===== src/rtl/mu0_reg_scan_chain_if.sv =====
// Scan-port bundle between the MU0 debug wrapper (register taps plus debugger strobes) and the register scan chain.
interface mu0_reg_scan_chain_if;
    logic [15:0] acc;
    logic [11:0] pc;
    logic [1:0]  flags;
    logic        scan_clk;
    logic        scan_en;
    logic        scan_in;
    logic        scan_out;
    logic [4:0]  bit_count;
    logic        chain_done;

    modport master (
        output acc, pc, flags, scan_clk, scan_en, scan_in,
        input  scan_out, bit_count, chain_done
    );

    modport slave (
        input  acc, pc, flags, scan_clk, scan_en, scan_in,
        output scan_out, bit_count, chain_done
    );
endinterface


===== src/rtl/mu0_reg_scan_chain.sv =====
// MU0 register scan chain: captures {flags, pc, acc} into a 30-bit shadow and shifts it out LSB first on synchronised scan_clk strobes.
// Optional feature MU0_SCAN_IN_EN: use synchronised scan_in as the shift fill bit (otherwise fill is 0).
module mu0_reg_scan_chain #(
    parameter int SYNC_STAGES = 2,
    parameter int CHAIN_LEN   = 30
) (
    input  logic                clk,
    input  logic                nreset,
    mu0_reg_scan_chain_if.slave bus
);

    if (SYNC_STAGES < 2) begin : g_bad_sync
        $error("mu0_reg_scan_chain: SYNC_STAGES must be at least 2");
    end
    if (CHAIN_LEN != 30) begin : g_bad_len
        $error("mu0_reg_scan_chain: CHAIN_LEN must be 30");
    end

    localparam logic [4:0] LAST_COUNT = 5'(CHAIN_LEN);

    typedef enum logic [1:0] {
        IDLE,
        LOADED,
        SHIFTING,
        DONE
    } state_t;

    state_t                  state;
    logic [CHAIN_LEN-1:0]    shadow;
    logic                    scan_out_q;
    logic [4:0]              bit_count_q;
    logic                    chain_done_q;

    logic [SYNC_STAGES-1:0]  clk_sync;
    logic [SYNC_STAGES-1:0]  en_sync;
    logic                    clk_prev;
    logic                    scan_event;
    logic                    shift_mode;
    logic                    fill;

    // scan_clk and scan_en share one depth so scan_en lines up with the strobe it qualifies.
    always_ff @(posedge clk or negedge nreset) begin
        if (!nreset) begin
            clk_sync <= '0;
            en_sync  <= '0;
            clk_prev <= 1'b0;
        end else begin
            clk_sync <= {clk_sync[SYNC_STAGES-2:0], bus.scan_clk};
            en_sync  <= {en_sync[SYNC_STAGES-2:0], bus.scan_en};
            clk_prev <= clk_sync[SYNC_STAGES-1];
        end
    end

    assign scan_event = clk_sync[SYNC_STAGES-1] & ~clk_prev;
    assign shift_mode = en_sync[SYNC_STAGES-1];

`ifdef MU0_SCAN_IN_EN
    logic [SYNC_STAGES-1:0] in_sync;

    always_ff @(posedge clk or negedge nreset) begin
        if (!nreset) begin
            in_sync <= '0;
        end else begin
            in_sync <= {in_sync[SYNC_STAGES-2:0], bus.scan_in};
        end
    end

    assign fill = in_sync[SYNC_STAGES-1];
`else
    assign fill = 1'b0;
`endif

    // Chain control; shifts arriving before any capture have nothing valid to move, so IDLE drops them.
    always_ff @(posedge clk or negedge nreset) begin
        if (!nreset) begin
            state        <= IDLE;
            shadow       <= '0;
            scan_out_q   <= 1'b0;
            bit_count_q  <= '0;
            chain_done_q <= 1'b0;
        end else begin
            scan_out_q <= shadow[0];
            if (scan_event) begin
                if (!shift_mode) begin
                    shadow       <= {bus.flags, bus.pc, bus.acc};
                    bit_count_q  <= '0;
                    chain_done_q <= 1'b0;
                    state        <= LOADED;
                end else if (state != IDLE) begin
                    shadow <= {fill, shadow[CHAIN_LEN-1:1]};
                    if (bit_count_q != LAST_COUNT) begin
                        bit_count_q <= bit_count_q + 5'd1;
                    end
                    if (bit_count_q == LAST_COUNT - 5'd1) begin
                        state        <= DONE;
                        chain_done_q <= 1'b1;
                    end else if (state == LOADED) begin
                        state <= SHIFTING;
                    end
                end
            end
        end
    end

    assign bus.scan_out   = scan_out_q;
    assign bus.bit_count  = bit_count_q;
    assign bus.chain_done = chain_done_q;

endmodule

===== src/flat_wrapper.sv =====
// flat-port wrapper written by rule: the top's interface ports become plain ports
module mu0_reg_scan_chain_flat 
#(
    parameter int SYNC_STAGES = 2,
    parameter int CHAIN_LEN   = 30
)
  (clk, nreset, bus_acc, bus_pc, bus_flags, bus_scan_clk, bus_scan_en, bus_scan_in, bus_scan_out, bus_bit_count, bus_chain_done);
  mu0_reg_scan_chain_if bus_i ();
  input  logic clk;
  input  logic nreset;
  input wire logic [$bits(bus_i.acc)-1:0] bus_acc;
  input wire logic [$bits(bus_i.pc)-1:0] bus_pc;
  input wire logic [$bits(bus_i.flags)-1:0] bus_flags;
  input wire logic [$bits(bus_i.scan_clk)-1:0] bus_scan_clk;
  input wire logic [$bits(bus_i.scan_en)-1:0] bus_scan_en;
  input wire logic [$bits(bus_i.scan_in)-1:0] bus_scan_in;
  output wire logic [$bits(bus_i.scan_out)-1:0] bus_scan_out;
  output wire logic [$bits(bus_i.bit_count)-1:0] bus_bit_count;
  output wire logic [$bits(bus_i.chain_done)-1:0] bus_chain_done;
  assign bus_i.acc = bus_acc;
  assign bus_i.pc = bus_pc;
  assign bus_i.flags = bus_flags;
  assign bus_i.scan_clk = bus_scan_clk;
  assign bus_i.scan_en = bus_scan_en;
  assign bus_i.scan_in = bus_scan_in;
  assign bus_scan_out = bus_i.scan_out;
  assign bus_bit_count = bus_i.bit_count;
  assign bus_chain_done = bus_i.chain_done;
  mu0_reg_scan_chain #(.SYNC_STAGES(SYNC_STAGES), .CHAIN_LEN(CHAIN_LEN)) u_core (.clk(clk), .nreset(nreset), .bus(bus_i));
endmodule

===== config.mk =====
export PLATFORM = sky130hd
export DESIGN_NAME = mu0_reg_scan_chain_flat
export DESIGN_NICKNAME = d
export VERILOG_FILES = /design/src/rtl/mu0_reg_scan_chain_if.sv /design/src/rtl/mu0_reg_scan_chain.sv /design/src/flat_wrapper.sv
export SDC_FILE = /design/constraint.sdc
export NUM_CORES = 1
export LEC_CHECK = 0
export ABC_AREA = 0
export BUFFER_PORTS_ARGS = -buffer_cell sky130_fd_sc_hd__buf_4
export CAP_MARGIN = 0
export CORE_UTILIZATION = 45
export CTS_CLUSTER_SIZE = 24
export DETAILED_ROUTE_END_ITERATION = 12
export HOLD_SLACK_MARGIN = 0.03
export PLACE_DENSITY = 0.76
export SKIP_LAST_GASP = 1
export SLEW_MARGIN = 20
export SYNTH_ARGS = -nofsm -noshare
export SYNTH_HDL_FRONTEND = slang
export SYNTH_SLANG_ARGS = --single-unit

===== constraint.sdc =====
create_clock -name clk -period 1.9 [get_ports clk]
set_clock_uncertainty 0.2 [all_clocks]
set_input_delay 0.38 -clock clk [delete_from_list [all_inputs] [get_ports clk]]
set_output_delay 0.38 -clock clk [all_outputs]
set_load 0.01 [all_outputs]

==> flow_summary.yaml <==
yosys:
  synth_ff_type: "dfrtp_1"
  synthMuxAreaShare_pct: 14.0
  ys_seq_area_share_pct: 53.3
  yosysTopAreaCell: "dfrtp_1"
  synth_most_common_cell: "o21ai_0"
  syn_area_per_cell_sq_um: 10.8
  postSynthCellCount: 191
  synth_edf_count: 0
  synth.top_cell.area_share_pct: 53.3
  synthSimpleGateAreaFrac_pct: 6.23
  synth_area_sq_mm: 0.00207
  synth_top_family_by_area: "compound AO/OA/AOI/OAI gates"
  synth_fa_ha_area_share_pct: 1.82
  synthArstFlopShare_pct: 100
  yosysUniqueCellTypes: 34
  ys_seq_elements: 44
  synth-compound-area-share_pct: 20.0
  synth_xor_area_share_pct: 0
  synth_common_cells: "o21ai_0 (55), dfrtp_1 (44), mux2i_1 (29)"
  synthTopCellsByArea: "dfrtp_1 (53%), mux2i_1 (14%), o21ai_0 (13%), ha_1 (1.8%), o21ai_1 (1.5%)"
  synth_nets: 229
  yosys_warnings: 0
critical_path:
  crit_family: "simple AND/OR/NAND/NOR gates"
  r2r-start: "u_core.bus.bit_count[0]"
  cp.depth: 5
  critPathKind: "reg2reg"
  r2r_slack_ns: 0.16
  arrival_ns: 1.76
  critPathMaxStageDelay_ns: 0.47
  cp-end-kind: "register"
  r2r-end: "u_core.bus.bit_count[1]"
  crit_path_cell_trace: "inv_1 -> ha_1 -> and4_1 -> or4_1 -> o211ai_1"
  path_buf_inv: 1
  r2r_cells: 5
  required_ns: 1.91
  start_kind: "register"
  cp_slowest_cell: "or4_1"
  path_max_fanout: 5
sta:
  worstMarginPinSlew_ns: 0.544
  holdWs_ns: 0.126
  setup_violations: 0
  hold_viol: 0
  min_period_ns: 1.74
  rsz0062_at_grt: "no"
  finalSetupTns_ns: 0
  fmax_mhz: 573
  setup_ws_ns: 0.155
  slew_headroom_pct: 63.8
  finalCritPeriodShare_pct: 91.8
  final-max-slew-violation-count: 0
drt:
  wl_per_cell_um: 14.7
  drt_iter0_markers: 119
  viasPerCell: 5.56
  drt-pass1-iter-count: 4
  drc: 0
  postRouteAntennaNets: 0
  routed_wl_um: 4210
  dr_total_vias: 1596
floorplanning:
  die_h_um: 69.8
  fp-row-count: 24
  pin_count: 42
  die_area_sq_mm: 0.00487
  start_util_pct: 47.1
  die_x_um: 69.8
  fp.coreArea_sq_mm: 0.00438
placed_design:
  port_buffers: 40
  gp_congestion: 0.790
  pre_cts_slack_ns: 0.140
  dp_hpwl_um: 2820
  place_inst: 276
layout:
  area_delta_synth_final_pct: 23.3
  utilization_pct: 58.1
  drive_above_1_share_pct: 26.4
  final_cell_count_no_fill: 287
  layout.nets: 272
  n_antenna_cell: 0
  seqCellArea_sq_mm: 0.00110
  multi_input_area_sq_um: 877
  fillers: 385
min_path:
  hold_path_class: "in2reg"
  hold_path.startpoint: "bus_flags[1]"
  hold_depth: 3
  min_to: "u_core.shadow[29]"
global_routing:
  grt_usage_pct: 18.8
  grt_antenna_before_repair: 0
  grt_pass1_wl_um: 7290
  grt_pass1_vias: 1608
  overflow: 0
  grt_max_degree: 45
outcome:
  status: "finished clean"
power_and_ir_drop:
  p_leak_uw: 0.00122
  p_per_area_mw_per_mm2: 930
  vdd_drop_max_mv: 0.653
clock_tree:
  insertion_delay_ns: 0.29
  clockBufferDepth: 2
  cts_tree: "built"
  root_buffer: "clkbuf_8"
  path_clk_slew_ns: 0.08
  cts_max_level: 2
  cts_buffers: 5
  cts.sinks: 44
job:
  maxCapViolations: 0
-- worst max-delay path by stage --
stage,from,slack (ns),end
after global routing,u_core.bus.bit_count[0],0.05,u_core.bus.bit_count[1]
after CTS,u_core.bus.bit_count[0],0.12,u_core.bus.bit_count[1]
final,u_core.bus.bit_count[0],0.16,u_core.bus.bit_count[1]
after floorplan,u_core.bus.bit_count[0],0.17,u_core.bus.bit_count[1]
after global placement,u_core.bus.bit_count[0],0.17,u_core.bus.bit_count[1]
after detailed placement,u_core.bus.bit_count[0],0.14,u_core.bus.bit_count[1]
-- report_power, final --
group | internal [uW] | total, uW | switching, uW
Sequential | 1140 | 1270 | 125
Combinational | 253 | 507 | 254
Clock | 290 | 597 | 307
-- flip-flops by register name (all words and copies together), names as in the netlist --
name / count
u_core.shadow: 30
u_core.bus.scan_out: 1
u_core.clk_prev: 1
u_core.state: 2
u_core.clk_sync: 2
u_core.bus.chain_done: 1
u_core.bus.bit_count: 5
u_core.en_sync: 2
-- cell usage in the layout, fill, tap and decap left out, types with 3 or more instances in the layout --
master,count
nand2_1,4
clkbuf_8,6
nand3_1,3
buf_4,46
dfrtp_1,42
a31oi_1,3
ha_1,3
inv_1,4
mux2i_1,29
dlygate4sd3_1,3
o21ai_0,55
a21oi_1,3
o21ai_1,6
-- layout make-up --
type / instances / area share [%]
Inverter: 4 / 0.589
Timing Repair Buffer: 50 / 15.5
Clock inverter: 2 / 0.393
Clock buffer: 6 / 3.24
Tap cell: 52 / 2.55
Multi-Input combinational cell: 129 / 34.4
Sequential cell: 44 / 43.3
-- per-stage QoR --
stage	cell area [sq um]	power (uW)
6_report	2550	2370
5_1_grt	2550	2530
4_1_cts	2550	2390
3_5_place_dp	2420	1790
3_3_place_gp	2420	1770
2_1_floorplan	2070	1570
-- cells by family after synthesis --
logic type,Yosys count
flops,44
simple gates,21
fa+ha+maj,3
buf+inv,18
compound gates,76
mux,29
-- worst register-to-register path, cell delays in order (launching register included) --
cell	delay [ns]
dfrtp_2	0.41
inv_1	0.08
ha_1	0.22
and4_1	0.20
or4_1	0.47
o211ai_1	0.09
-- repair_timing --
action,in CTS,in global routing
endpoints found under the setup margin,0,1
hold buffers,3,0
endpoints found under the hold margin,46,0
gates resized for setup,0,1
buffers inserted,0,0
-- per-layer routing --
layer / track usage, % / share of wire, % / up-vias
met5: 0 / 0 / -
met4: 5.33 / 0.93 / 0
met3: 4.94 / 5.3 / 4
met2: 29.6 / 48 / 44
met1: 25.6 / 46 / 770
li1: - / - / 778
Power figures use the tool's default switching activity.
